`src/rtl/ysyx_22040759_ifu_axi_bridge_pkg.sv`:
```
// Shared definitions for the AXI4 read bridges (instruction side now, data side later).
package ysyx_22040759_ifu_axi_bridge_pkg;

  // Fixed AXI4 encodings used by single-beat 64-bit reads
  localparam logic [1:0] BURST_INCR = 2'b01;
  localparam logic [2:0] SIZE_8B    = 3'b011;
  localparam logic [1:0] RESP_OKAY  = 2'b00;

  // Read-channel FSM encoding
  typedef enum logic [1:0] {
    ST_IDLE = 2'd0,
    ST_AR   = 2'd1,
    ST_R    = 2'd2,
    ST_DONE = 2'd3
  } axi_rd_state_e;

  // Select the 32-bit word of a 64-bit beat addressed by address bit 2
  function automatic logic [31:0] pick_word(input logic hi, input logic [63:0] beat);
    return hi ? beat[63:32] : beat[31:0];
  endfunction

endpackage

```
`src/rtl/ysyx_22040759_ifu_axi_bridge.sv`:
```
// IF-side AXI4 read master: one fetch request becomes one single-beat 64-bit read,
// and the addressed 32-bit instruction word is returned with a one-cycle if_ready.
module ysyx_22040759_ifu_axi_bridge
  import ysyx_22040759_ifu_axi_bridge_pkg::*;
#(
  parameter int AXI_ADDR_W = 32,
  parameter int AXI_DATA_W = 64,
  parameter int AXI_ID_W   = 4,
  parameter int AXI_ID     = 0
) (
  input  logic                  clk,
  input  logic                  rst,
  input  logic                  if_valid,
  input  logic [63:0]           inst_addr,
  output logic                  if_ready,
  output logic [63:0]           if_data_read,
  output logic                  if_err,
  output logic                  axi_arvalid,
  input  logic                  axi_arready,
  output logic [AXI_ADDR_W-1:0] axi_araddr,
  output logic [AXI_ID_W-1:0]   axi_arid,
  output logic [7:0]            axi_arlen,
  output logic [2:0]            axi_arsize,
  output logic [1:0]            axi_arburst,
  input  logic                  axi_rvalid,
  output logic                  axi_rready,
  input  logic [AXI_DATA_W-1:0] axi_rdata,
  input  logic [1:0]            axi_rresp,
  input  logic                  axi_rlast,
  input  logic [AXI_ID_W-1:0]   axi_rid
);

  // The word-select datapath assumes a 64-bit beat
  if (AXI_DATA_W != 64) begin : g_bad_data_w
    $error("ysyx_22040759_ifu_axi_bridge: AXI_DATA_W must be 64");
  end

  axi_rd_state_e           r_state;
  axi_rd_state_e           w_state_next;
  logic                    r_arvalid;
  logic                    r_rready;
  logic                    r_if_ready;
  logic                    r_if_err;
  logic [63:0]             r_data;
  logic [AXI_ADDR_W-1:0]   r_addr;
  logic                    w_arvalid_next;
  logic                    w_rready_next;
  logic                    w_if_ready_next;
  logic                    w_load;
  logic                    w_capture;
  logic                    w_unused;

  // State register
  always_ff @(posedge clk) begin
    if (rst) r_state <= ST_IDLE;
    else     r_state <= w_state_next;
  end

  // Next-state logic: one outstanding read, AR then R then a single DONE cycle
  always_comb begin
    w_state_next = r_state;
    case (r_state)
      ST_IDLE: if (if_valid)                 w_state_next = ST_AR;
      ST_AR:   if (r_arvalid && axi_arready) w_state_next = ST_R;
      ST_R:    if (r_rready && axi_rvalid)   w_state_next = ST_DONE;
      ST_DONE:                               w_state_next = ST_IDLE;
      default:                               w_state_next = ST_IDLE;
    endcase
  end

  // Output decode: handshake outputs follow the state being entered so they are registered
  always_comb begin
    w_arvalid_next  = (w_state_next == ST_AR);
    w_rready_next   = (w_state_next == ST_R);
    w_if_ready_next = (w_state_next == ST_DONE);
    w_load          = (r_state == ST_IDLE) && if_valid;
    w_capture       = (r_state == ST_R) && r_rready && axi_rvalid;
  end

  // Output and datapath registers; address latched once so mid-flight changes are ignored
  always_ff @(posedge clk) begin
    if (rst) begin
      r_arvalid  <= 1'b0;
      r_rready   <= 1'b0;
      r_if_ready <= 1'b0;
      r_if_err   <= 1'b0;
      r_data     <= 64'h0;
      r_addr     <= '0;
    end else begin
      r_arvalid  <= w_arvalid_next;
      r_rready   <= w_rready_next;
      r_if_ready <= w_if_ready_next;
      if (w_load) r_addr <= inst_addr[AXI_ADDR_W-1:0];
      if (w_capture) begin
        r_data   <= {32'h0, pick_word(r_addr[2], axi_rdata)};
        r_if_err <= (axi_rresp != RESP_OKAY);
      end
    end
  end

  assign axi_arvalid  = r_arvalid;
  assign axi_rready   = r_rready;
  assign if_ready     = r_if_ready;
  assign if_err       = r_if_err;
  assign if_data_read = r_data;
  assign axi_araddr   = {r_addr[AXI_ADDR_W-1:3], 3'b000};
  assign axi_arid     = AXI_ID_W'(AXI_ID);
  assign axi_arlen    = 8'd0;
  assign axi_arsize   = SIZE_8B;
  assign axi_arburst  = BURST_INCR;

  // Bits with no hardware role: upper PC bits, byte offset, rlast (single beat)
  assign w_unused = ^{inst_addr, r_addr[1:0], axi_rlast};

  // Fetch addresses must be word aligned
  a_aligned: assert property (@(posedge clk) disable iff (rst)
    (r_state == ST_IDLE && if_valid) |-> (inst_addr[1:0] == 2'b00));

  // Returned beat should carry our ID; hardware does not depend on it
  a_rid: assert property (@(posedge clk) disable iff (rst)
    (r_state == ST_R && axi_rvalid) |-> (axi_rid == AXI_ID_W'(AXI_ID)));

endmodule

```
`config.mk`:
```
export PLATFORM = sky130hd
export DESIGN_NAME = ysyx_22040759_ifu_axi_bridge
export DESIGN_NICKNAME = d
export VERILOG_FILES = /design/src/rtl/ysyx_22040759_ifu_axi_bridge_pkg.sv /design/src/rtl/ysyx_22040759_ifu_axi_bridge.sv
export SDC_FILE = /design/constraint.sdc
export NUM_CORES = 1
export LEC_CHECK = 0
export ABC_AREA = 1
export CORE_MARGIN = 2
export CORE_UTILIZATION = 35
export CTS_CLUSTER_DIAMETER = 200
export CTS_CLUSTER_SIZE = 20
export DETAILED_ROUTE_END_ITERATION = 7
export PLACE_DENSITY = 0.78
export SLEW_MARGIN = 20
export SYNTH_ARGS = -nofsm -noshare
export SYNTH_HDL_FRONTEND = slang
export SYNTH_SLANG_ARGS = --single-unit
```
`constraint.sdc`:
```
create_clock -name clk -period 1.3 [get_ports clk]
set_input_delay 0.26 -clock clk [delete_from_list [all_inputs] [get_ports clk]]
set_output_delay 0.26 -clock clk [all_outputs]
set_load 0.01 [all_outputs]
```
# After elaboration in Yosys (flattened, before gate mapping)
# Index checks and enable logic that the tools add are counted.
# op_classes
eq_ne,6
reduce_logical,7
n_mux,5
# op_table
op,count
2-to-1 mux 32 bit,1
== test 2 bit (second input constant),4
one-hot mux 2 bit (4 select lines),1
2-to-1 mux 2 bit,3
logical AND 1 bit,5
== test 2 x 1 -> 1 bit (second input constant),2
zero test 2 bit,1
nonzero test 2 bit,1
# totals
ff_bits,70
output_inout_bits,117
in_bits,140

# Depth between registers and ports, before layout
# Gate-level depths: netlist of the first run.
# depth
ltp_word,4
ltp_mapped,8

# Worst setup path after synthesis of the first run
# No wires, ideal clock.
# synth_path
kind,flip-flop to flip-flop
start,"register r_rready, in the netlist axi_rready"
end,"register r_data[12], in the netlist if_data_read[12]"
setup_slack_ps,207
arrival_time_ps,981
required_ps,1187
path_stages_with_launch,8
cell_sequence,dfxtp_1 > nand2_1 > inv_1 > nand2_1 > buf_6 > buf_2 > nor2_1 > nor2_1
# synth_between
elab_chain_len,2
# synth_lines
item,line_no,source
from (decl),ysyx_22040759_ifu_axi_bridge.sv:41,logic r_rready;
from (signal assigned),ysyx_22040759_ifu_axi_bridge.sv:91,r_rready <= w_rready_next;
logical AND 1 bit (2 in series),ysyx_22040759_ifu_axi_bridge.sv:77,w_capture = (r_state == ST_R) && r_rready && axi_rvalid;
to (signal assigned),ysyx_22040759_ifu_axi_bridge.sv:95,"r_data <= {32'h0, pick_word(r_addr[2], axi_rdata)};"
to (decl),ysyx_22040759_ifu_axi_bridge.sv:44,logic [63:0] r_data;
# Every way passes these cells.
# A chain may end at the register's enable or synchronous reset.

# Final worst setup path of the first run
# layout_path
start,"register r_data[25], in the netlist if_data_read[25]"
end,output if_data_read[25]
# layout_lines
item,line_no,source
to (decl),ysyx_22040759_ifu_axi_bridge.sv:16,"output logic [63:0] if_data_read,"
# No word-level cell between the ends.

==> results.toml, run 1 <==
[detailed_routing]
drtAntennaViolNets = 0
wl_per_cell_um = 9.595
drc_errors = 0
routed_wl_um = 7935
vias = 3275
viasPerCell = 3.960
drtPass1Iterations = 4
drt-initial-drc-count = 112

[global_routing]
grt_pass1_vias = 2839
grt_first_pass_wirelength_um = 12740
grt_overflow = 0
antenna_found_initial = 0
globalRouteTotalUtil = 0.1413
grt_max_degree = 66

[cts]
cts.sinks = 68
root_buffer = "clkbuf_8"
clockBufferDepth = 2
clock_latency_ps = 330
cts_tree = "yes"
cts_hold_buf = 0
clk_pin_slew_ps = 70
cts_buffers = 9
h-tree-depth = 3

[power_and_ir_drop]
p_leak_nw = 2.780
power_w = 0.005306
ir_drop_uv = 502.2
powerDensity_mw_per_mm2 = 1018

[placed_design]
routabilityCongestion = 0.7276
place_hpwl_um = 6049
place_inst = 811
port_buffers = 165
place_area_mm2 = 0.005044

[layout]
layout-drive-gt1-share = 0.04920
num_antenna_cells = 0
syn2layout_area_growth_pct = 44.45
stdcell_area_mm2 = 0.005213
num-fill-cells = 1026
final_nets = 826
final_cells = 827

[floorplan]
row_count = 37
fp.coreArea_mm2 = 0.01018
die_x_um = 105.5
start_util = 0.3543
die_area_mm2 = 0.01114
io_pins = 257
die_h_um = 105.5

[timing]
clock_skew_ps = 7.418
slew_viol_final = 0
setup_viol = 0
min_period_ps = 1221
rsz0062_at_grt = "false"
final-hold-violation-count = 0
fmax_mhz = 818.8
fin_crit_sh = 0.9395

[setup_path]
worstSetupPathType = "reg -> out"
critPathLaunchType = "flop"
crit_required_ps = 1040
crit_family = "flip-flops"
cp_data_arrival_time_ps = 960
end_kind = "output pin"
crit_chain = "dlygate4sd2_1"
path_max_fanout = 2
slowest_stage = "dfxtp_1"
slowest_delay_ps = 340
worstPathBufferInverterCount = 1

[synth]
yosysUniqueCellTypes = 14
synth-seq-cells = 68
syn_area_mm2 = 0.003608
ys.warnings.count = 0
seq_area_frac_synth = 0.3773
netlist_instances = 554
syn_avg_cell_area_um2 = 6.513

[worst_hold_path]
worstHoldPathType = "reg -> reg"

[outcome]
status = "finished, final reports clean"

[run]
drv_cap = 0
-- cell usage in the layout, fill, tap and decap left out, drive strengths merged --
| cell | Yosys | routed |
|---|---|---|
| nand3 | 3 | 3 |
| o21ai | 62 | 62 |
| dlygate4sd2 | 0 | 65 |
| nand2 | 106 | 106 |
| clkdlybuf4s50 | 0 | 100 |
| a21oi | 1 | 1 |
| buf | 97 | 14 |
| bufinv | 0 | 3 |
| dfxtp | 68 | 68 |
| clkbuf | 11 | 12 |
| inv | 72 | 72 |
| nor2 | 132 | 132 |
| conb | 2 | 52 |
| clkinv | 0 | 1 |
-- power by group --
part	internal, W	switching [W]
sequential	0.00218	0.0000412
combinational	0.000494	0.000429
clock	0.00138	0.000786
-- metal layers --
layer | up-vias | global-route usage | wire [um]
met1 | 1372 | 0.1551 | 3295
met3 | 13 | 0.05071 | 755
met2 | 122 | 0.2475 | 3749
li1 | 1768 | - | -
met5 | - | 0 | 0
met4 | 0 | 0.05639 | 135
-- cells in the mapped netlist --
cell / n / area share
clkbuf_2: 1 / 0.0014
nand3_1: 3 / 0.0042
nand2_1: 106 / 0.11
clkbuf_1: 10 / 0.010
buf_4: 82 / 0.17
o21ai_0: 62 / 0.086
conb_1: 2 / 0.0021
inv_1: 70 / 0.073
buf_6: 2 / 0.0062
buf_2: 13 / 0.018
dfxtp_1: 68 / 0.38
a21oi_1: 1 / 0.0014
nor2_1: 132 / 0.14
inv_2: 2 / 0.0021
-- worst paths after layout --
| path | from | to | slack, ps | depth (start not counted) |
|---|---|---|---|---|
| worst max-delay path | if_data_read[25]$_SDFFE_PP0P_ | if_data_read[25] | 80 | 1 |
| worst min-delay path | r_addr[3]$_SDFFE_PP0P_ | r_addr[3]$_SDFFE_PP0P_ | 480 | 2 |
| worst max register to register | r_state[1]$_SDFF_PP0_ | if_data_read[9]$_SDFFE_PP0P_ | 180 | 6 |
| worst min register to register | r_addr[3]$_SDFFE_PP0P_ | r_addr[3]$_SDFFE_PP0P_ | 480 | 2 |
-- kinds of logic after synthesis --
| family | after synthesis | share of synthesized area |
|---|---|---|
| and+or+nand+nor | 241 | 0.2517 |
| AOI/OAI and AO/OA | 63 | 0.08738 |
| buffers and inverters | 180 | 0.2816 |
| DFF | 68 | 0.3773 |
| other | 2 | 0.002081 |
-- through the flow --
stage                     hold slack (ps)  utilization  TNS, ps  worst slack (ps)
after detailed placement            473.7       0.4952    -7219            -152.2
after global placement              459.4       0.4952    -5922            -124.8
after global routing                498.7       0.5118        0             14.84
after floorplan                     329.1            -        0             206.6
after CTS                           483.9       0.5118        0             46.06
final                               475.7       0.5118        0             78.71
-- flip-flops by register name, summed over array words and instances, names as in the netlist --
name / flops
if_data_read: 32
r_addr: 30
r_state: 2
axi_arvalid: 1
axi_rready: 1
if_err: 1
if_ready: 1
-- repair_timing --
item | 4_1_cts | 5_1_grt
resized for setup | 65 | 0
buffers inserted | 0 | 0
endpoints found under the setup margin | 65 | 0
-- area by class of cell --
type / count / area [um2] / area share
Timing Repair Buffer: 179 / 1738 / 0.3334
Clock buffer: 12 / 155.1 / 0.02976
Multi-Input combinational cell: 356 / 1421 / 0.2727
Sequential cell: 68 / 1363 / 0.2614
Tap cell: 136 / 170.2 / 0.03265
Inverter: 72 / 270.3 / 0.05185
Clock inverter: 4 / 95.09 / 0.01824
No activity file was read; power rests on OpenSTA's default activity.
==> run 2, diff against run 1 <==
--- a/config.mk
+++ b/config.mk
@@ -8,7 +8,6 @@
 export ABC_AREA = 1
 export CORE_MARGIN = 2
 export CORE_UTILIZATION = 35
-export CTS_CLUSTER_DIAMETER = 200
 export CTS_CLUSTER_SIZE = 20
 export DETAILED_ROUTE_END_ITERATION = 7
 export PLACE_DENSITY = 0.78
==> results of run 2 <==
Same layout as run 1: the final DEF is identical, and so are final timing and power.
==> run 3, diff against run 2 <==
--- a/config.mk
+++ b/config.mk
@@ -8,6 +8,7 @@
 export ABC_AREA = 1
 export CORE_MARGIN = 2
 export CORE_UTILIZATION = 35
+export CTS_BUF_LIST = sky130_fd_sc_hd__clkbuf_8 sky130_fd_sc_hd__clkbuf_16
 export CTS_CLUSTER_SIZE = 20
 export DETAILED_ROUTE_END_ITERATION = 7
 export PLACE_DENSITY = 0.78
==> run 3 against run 2 <==
  * Sequential power about the same
  * Via count unchanged
  * Critical path depth unchanged
  * Count of clock-buffer cells in the layout down 1
  * Final area unchanged
  * Die area unchanged
  * Maximum frequency about the same
  * Power down 0.14%
  * Sequential share of layout area unchanged
  * Sequential cell count unchanged
  * Global-route usage unchanged
==> results.toml, run 3 (synthesized netlist as in run 1, its figures left out) <==
[outcome]
status = "finished, final reports clean"

[placed_design]
place_hpwl_um = 6049
routabilityCongestion = 0.7276
port_buffers = 165
place_inst = 811
dpl_worst_slack_ps = -152.2

[timing]
final-hold-violation-count = 0
setup_viol = 0
fin_crit_sh = 0.9395
fmax_mhz = 818.8
min_period_ps = 1221
slew_viol_final = 0
fin_ws_ps = 78.71
clock_skew_ps = 7.418
rsz0062_at_grt = "false"

[setup_path]
worstPathBufferInverterCount = 1
crit_end = "if_data_read[25]"
end_kind = "output pin"
cp_data_arrival_time_ps = 960
worstSetupPathType = "reg -> out"
crit_chain = "dlygate4sd2_1"
r2r_slack_ps = 180
crit_family = "flip-flops"
critPathLaunchType = "flop"
rr_worst_depth = 6
cp.depth = 1
path_max_fanout = 2
slowest_delay_ps = 340
slowest_stage = "dfxtp_1"
r2r_start = "r_state[1]$_SDFF_PP0_"
startpoint = "if_data_read[25]$_SDFFE_PP0P_"
reg2reg_to = "if_data_read[9]$_SDFFE_PP0P_"
crit_required_ps = 1040

[floorplan]
die_area_mm2 = 0.01114
start_util = 0.3543
die_x_um = 105.5
io_pins = 257
die_h_um = 105.5
row_count = 37
fp.coreArea_mm2 = 0.01018

[detailed_routing]
drt-initial-drc-count = 112
viasPerCell = 3.960
drtPass1Iterations = 4
drc_errors = 0
vias = 3275
routed_wl_um = 7936
wl_per_cell_um = 9.596
drtAntennaViolNets = 0

[cts]
cts.sinks = 68
post_cts_buffers = 0
clockBufferDepth = 2
root_buffer = "clkbuf_8"
h-tree-depth = 3
clk_pin_slew_ps = 70
clock_latency_ps = 330
ctsResizeCount = 65
cts_hold_buf = 0
cts_buffers = 9
cts_tree = "yes"

[layout]
ff_latch_area_mm2 = 0.001363
fin_util = 0.5118
final_nets = 826
syn2layout_area_growth_pct = 44.45
final_cell_mix = "nor2_1, nand2_1, clkdlybuf4s50_1"
num_antenna_cells = 0
largest_register_ffs = 32
layout-drive-gt1-share = 0.04920
multi_input_area_mm2 = 0.001421
num-fill-cells = 1026
layout_commonest_cell = "nor2_1"
final_cells = 827

[global_routing]
globalRouteTotalUtil = 0.1413
grt_pass1_vias = 2839
grt_max_degree = 66
antenna_found_initial = 0
grt_overflow = 0
grt_first_pass_wirelength_um = 12740

[worst_hold_path]
worstHoldPathType = "reg -> reg"

[power_and_ir_drop]
powerDensity_mw_per_mm2 = 1016
ir_drop_uv = 502.1
p_leak_nw = 2.784

[run]
drv_cap = 0
==> run 3: cell count changes in the layout (fill, tap and decap cells not counted) <==
| cell | before | now |
|---|---|---|
| inv_1 | 69 | 70 |
| clkbuf_1 | 1 | 0 |
==> run 3: metal layers <==
layer	vias up	track usage	part of all wire	routed length, um
met3	13	0.05071	0.095	755
met4	0	0.05639	0.017	135
li1	1768	-	-	-
met5	-	0	0	0
met1	1372	0.1551	0.42	3295
met2	122	0.2475	0.47	3749
==> run 3: where the power goes <==
group	internal (W)	switching, W
clock	0.00137	0.000786
combinational	0.000494	0.000429
sequential	0.00218	0.0000412
==> run 3: worst min-delay path by stage <==
stage	from	to	slack, ps	depth (start not counted)
finish	r_addr[3]$_SDFFE_PP0P_	r_addr[3]$_SDFFE_PP0P_	480	2
floorplan	rst	axi_arvalid$_SDFF_PP0_	330	1
detailed placement	r_addr[24]$_SDFFE_PP0P_	r_addr[24]$_SDFFE_PP0P_	470	2
CTS	r_addr[3]$_SDFFE_PP0P_	r_addr[3]$_SDFFE_PP0P_	480	2
global route	r_addr[24]$_SDFFE_PP0P_	r_addr[24]$_SDFFE_PP0P_	500	2
global placement	r_addr[16]$_SDFFE_PP0P_	r_addr[16]$_SDFFE_PP0P_	460	2
==> run 3: layout make-up <==
cell class / count / share of cell area
clock inverters: 5 / 0.01896
clock buffers: 11 / 0.02904
inverters: 72 / 0.05185
multi-input cells: 356 / 0.2727
well taps: 136 / 0.03265
flip-flops and latches: 68 / 0.2614
repair buffers: 179 / 0.3334
==> run 3: worst min-delay path: cells and delay by family (launching register included) <==
family        cells  cell delay (ps)
simple gates      2              120
flops             1              320
==> run 3: per-stage QoR <==
| step | hold WS [ps] | total power (W) | TNS, ps | area, um2 |
|---|---|---|---|---|
| 2_1_floorplan | 329.1 | 0.002915 | 0 | 3796 |
| 3_3_place_gp | 459.4 | 0.003249 | -5922 | 5044 |
| 3_5_place_dp | 473.7 | 0.003262 | -7219 | 5044 |
| 4_1_cts | 483.9 | 0.005392 | 0 | 5213 |
| 5_1_grt | 498.7 | 0.005585 | 0 | 5213 |
| 6_report | 475.7 | 0.005298 | 0 | 5213 |
==> patch 1 (config.mk and constraints of run 1) <==
Re-encode `axi_rd_state_e` (4 states) as one-hot, 4 bits wide.
--- a/src/rtl/ysyx_22040759_ifu_axi_bridge_pkg.sv
+++ b/src/rtl/ysyx_22040759_ifu_axi_bridge_pkg.sv
@@ -9,7 +9,7 @@
   // Read-channel FSM encoding
-  typedef enum logic [1:0] {
-    ST_IDLE = 2'd0,
-    ST_AR   = 2'd1,
-    ST_R    = 2'd2,
-    ST_DONE = 2'd3
+  typedef enum logic [3:0] {
+    ST_IDLE = 4'b0001,
+    ST_AR   = 4'b0010,
+    ST_R    = 4'b0100,
+    ST_DONE = 4'b1000
   } axi_rd_state_e;
Check against the original RTL: no difference found for any inputs over 10 cycles, from zero or initial values and one cycle with rst high; not proved beyond that.
==> patch 1 against run 1 <==
  * Power grew 3.6%
  * Sequential power grew 4%
  * Register-to-register slack lost 80 ps
  * Final area grew 5.2%
  * Synthesized cell count grew 12%
  * Routed wire length grew 16%
  * Sequential cell count grew 2
  * Count of clock-buffer cells in the layout shrank 2
  * Area after synthesis grew 7.6%
  * Non-clock buffer count grew 1
  * Setup slack lost 16 ps
  * Fmax shrank 1.3%
  * Largest cell class unchanged
  * Largest power group unchanged
==> patch 1: results (changes against run 1) <==
vias per cell=3.897 (-1.6%); Distinct cells, synth=16 (+2); crit path DAT=980 ps (+20 ps); placed inst area=5291 sq um (+4.9%); NonClk Buf Share=0.3219 (-0.01156); clkbuf count=10 (-2); Clock Skew=11.29 ps (+3.869 ps); Avg WL per Cell=10.17 um (+6.0%); synth-to-layout area growth=41.24%; Initial DRC Count=108 (-3.6%); overall routing resource usage=0.1475 (+0.006221); sequential share of the synthesized area=0.3608 (-0.01643); count leader, synth=nand2_1; vias in the first global route=3153 (+11%); seq_cells=70 (+2.9%); outcome=complete, no violations; first-pass GRT wire length=13940 um (+9.4%); Inverters excl. clock=69 (-4.2%); Layout fillers=1165 (+14%); final net count=896 (+8.5%); comb_multi_in=426 (+20%); worst vdd ir=532.1 uV (+5.9%); ranking of synthesized cells by area=dfxtp_1 36%, nand2_1 22%, buf_4 16%, nor2_1 13%, inv_1 6.4%; Signal buffers=180 (+0.56%); cell area after layout=5485 sq um (+5.2%); share of post-route cells with drive strength above 1=0.05256 (+0.003358); top post-synthesis cells by count=226 x nand2_1, 132 x nor2_1, 82 x buf_4, 70 x dfxtp_1, 66 x inv_1; Setup WS pre-CTS=-192.6 ps (-40.43 ps); ClkCell Share=0.04220 (-0.005809); CTS clock-pin slew for the worst setup and hold paths=90 ps (+20 ps); Post-DP HPWL=6673 um (+10%)
## patch 1: cell families (layout without fill, tap and decap cells)
| logic type | after synthesis | count (layout) |
|---|---|---|
| buffers and inverters | 177 | 265 |
| flip-flops | 70 | 70 |
| other | 2 | 52 |
| AO/OA/AOI/OAI | 4 | 4 |
| AND/OR/NAND/NOR | 370 | 370 |
## patch 1: path summary, 6_finish.rpt
kind / from / slack [ps] / endpoint / cells after the start
worst max-delay path: if_data_read[31]$_SDFFE_PP0P_ / 60 / if_data_read[31] / 1
worst min register to register: if_data_read[20]$_SDFFE_PP0P_ / 510 / if_data_read[20]$_SDFFE_PP0P_ / 4
worst min-delay path: inst_addr[30] / 490 / r_addr[30]$_SDFFE_PP0P_ / 3
worst max register to register: r_state[0]$_SDFF_PP1_ / 100 / r_addr[25]$_SDFFE_PP0P_ / 6
## patch 1: through the flow
stage / total power (uW) / hold slack [ps] / std cells
global route: 5845 / 471.4 / 901
finish: 5495 / 494.2 / 901
detailed placement: 3571 / 499.1 / 884
floorplan: 3200 / 394.9 / 673
global placement: 3559 / 496.3 / 884
CTS: 5553 / 472.0 / 900
## patch 1: metal layers
layer | global-route usage | up-vias | part of all wire
met5 | 0 | - | 0
met4 | 0.04340 | 0 | 0.0098
met3 | 0.06046 | 8 | 0.10
met2 | 0.2540 | 120 | 0.47
met1 | 0.1671 | 1453 | 0.42
li1 | - | 1930 | -
## patch 1: timing repair
| action | 4_1_cts | 5_1_grt |
|---|---|---|
| resized for setup | 65 | 6 |
| gates cloned | 0 | 1 |
| setup endpoints to repair | 65 | 7 |
| pin swaps | 0 | 1 |
## patch 1: where the power goes
group	internal (uW)	leakage (uW)	switching (uW)
logic	578	0.00242	584
clock network	1150	0.000113	874
registers	2260	0.000571	56.4
==> patch 2 (flow settings as in run 1) <==
Made on the original files. `AXI_ID_W`: 4 -> 5.
--- a/src/rtl/ysyx_22040759_ifu_axi_bridge.sv
+++ b/src/rtl/ysyx_22040759_ifu_axi_bridge.sv
@@ -7,3 +7,3 @@
   parameter int AXI_DATA_W = 64,
-  parameter int AXI_ID_W   = 4,
+  parameter int AXI_ID_W   = 5,
   parameter int AXI_ID     = 0
Interface: changed (resized axi_arid and axi_rid); port bits go from 257 to 259. The function was not compared with the original's and may differ.
==> patch 2 against run 1 <==
  * Routed wire length fell by 1.2%
  * Clock skew rose by 2.0 ps
  * Final area barely moved
  * Sequential cell count did not move
  * Power fell by 4.3%
  * Area after synthesis rose by 0.21%
  * Critical path depth did not move
  * Setup slack barely moved
  * Highest routed layer unchanged
==> patch 2: results (changes against run 1) <==
leakage power=0.002765 uW (-0.54%); overall routing resource usage=0.1390 (-0.002335); share of post-route cells with drive strength above 1=0.04920 (unchanged); IO Port Bufs=165 (unchanged); placed cells=811 (unchanged); final net count=827 (+0.12%); Clock Path Buffers=2 (unchanged); Initial DRC Count=127 (+13%); worst vdd ir=461.0 uV (-8.2%); Distinct cells, synth=14 (unchanged); post-CTS setup buffer count=0 (unchanged); gpl congestion=0.7103 (-2.4%); outcome=complete, no violations; syn avg cell area=6.515 sq um (about the same); ranking of synthesized cells by area=dfxtp_1 38%, buf_4 17%, nor2_1 14%, nand2_1 11%, o21ai_0 8.6%; Layout fillers=1058 (+3.1%); max FFs per register=32 (unchanged); CTS clock-pin slew for the worst setup and hold paths=70 ps (about the same); drt first pass iters=4 (unchanged); number of H-tree levels=3 (unchanged); Clock Latency Late Sink=330 ps (about the same); n_diodes=0 (unchanged); family with the most delay on the worst path=flip-flops; crit-path max FO=2 (unchanged); Critical Path Max Stage Delay=330 ps; largest net degree at the start of global routing=66 (unchanged); drt total wl=7836 um (-1.2%); crit path DAT=960 ps (about the same); initial antenna violation count=0 (unchanged); CTS root buffer=clkbuf_8; top post-synthesis cells by count=132 x nor2_1, 106 x nand2_1, 83 x buf_4, 70 x inv_1, 68 x dfxtp_1; Post-DP HPWL=5959 um (-1.5%); HP Class=flip-flop to flip-flop; top layer in use=met4; Syn. warnings=0 (unchanged); met2 wire length=3797 um (+1.3%); EDFF count, synth=0 (unchanged); first-pass GRT wire length=12570 um (-1.4%); vias in the first global route=2727 (-3.9%); Clock Skew=9.459 ps (+2.040 ps); vias per cell=3.921 (-0.98%); met1 wire length=3225 um (-2.1%); Crit-path slowest cell=dfxtp_1; sequential share of the synthesized area=0.3765 (-0.0007832); met3 WL=748 um (-0.93%); Num CTS Buffers=9 (unchanged); Post-synth ARST share=0 (unchanged); via count=3243 (-0.98%); placed inst area=5065 sq um (+0.42%)
-- patch 2: path summary, 6_finish.rpt --
check             depth (start not counted)  slack (ps)                     from                       endpoint
setup / recovery                          1          80    axi_rready$_SDFF_PP0_                     axi_rready
hold / removal                            2         480  r_addr[21]$_SDFFE_PP0P_        r_addr[21]$_SDFFE_PP0P_
setup reg to reg                          6         190    r_state[1]$_SDFF_PP0_  if_data_read[16]$_SDFFE_PP0P_
hold reg to reg                           2         480  r_addr[21]$_SDFFE_PP0P_        r_addr[21]$_SDFFE_PP0P_
-- patch 2: layout make-up --
type                            instances  area (sq um)  area share
Sequential cell                        68          1364      0.2618
Clock inverter                          5         83.83     0.01609
Timing Repair Buffer                  178          1755      0.3369
Multi-Input combinational cell        357          1425      0.2735
Tap cell                              136         170.2     0.03266
Inverter                               72         270.3     0.05187
Clock buffer                           11         141.4     0.02714
-- patch 2: metal layers --
layer / up-vias / global-route usage
met5: - / 0
met4: 0 / 0.03102
met3: 6 / 0.06370
met2: 120 / 0.2415
met1: 1348 / 0.1554
li1: 1769 / -
-- patch 2: kinds of logic after synthesis --
group | after synthesis | share of synthesized area
and+or+nand+nor | 241 | 0.2512
AOI/OAI and AO/OA | 63 | 0.08720
other | 2 | 0.002077
DFF | 68 | 0.3765
buffers and inverters | 181 | 0.2830
-- patch 2: power breakdown --
part           internal, uW  leakage (uW)  switching (uW)  total [uW]
Clock                  1140      0.000106             799        1940
Combinational           493       0.00210             427         921
Sequential             2180      0.000556            40.7        2220
-- patch 2: what timing repair did --
item / in CTS / in global routing
pin swaps: 0 / 1
endpoints found under the setup margin: 65 / 3
gates resized for setup: 65 / 1
-- patch 2: per-stage QoR --
step	setup slack, ps	hold slack [ps]	util	total power (uW)
2_1_floorplan	206.6	329.1	-	2918
3_3_place_gp	-155.0	459.7	0.4973	3250
3_5_place_dp	-154.2	471.6	0.4973	3259
4_1_cts	43.39	485.1	0.5114	5170
5_1_grt	4.529	502.4	0.5115	5350
6_report	78.55	476.7	0.5115	5077
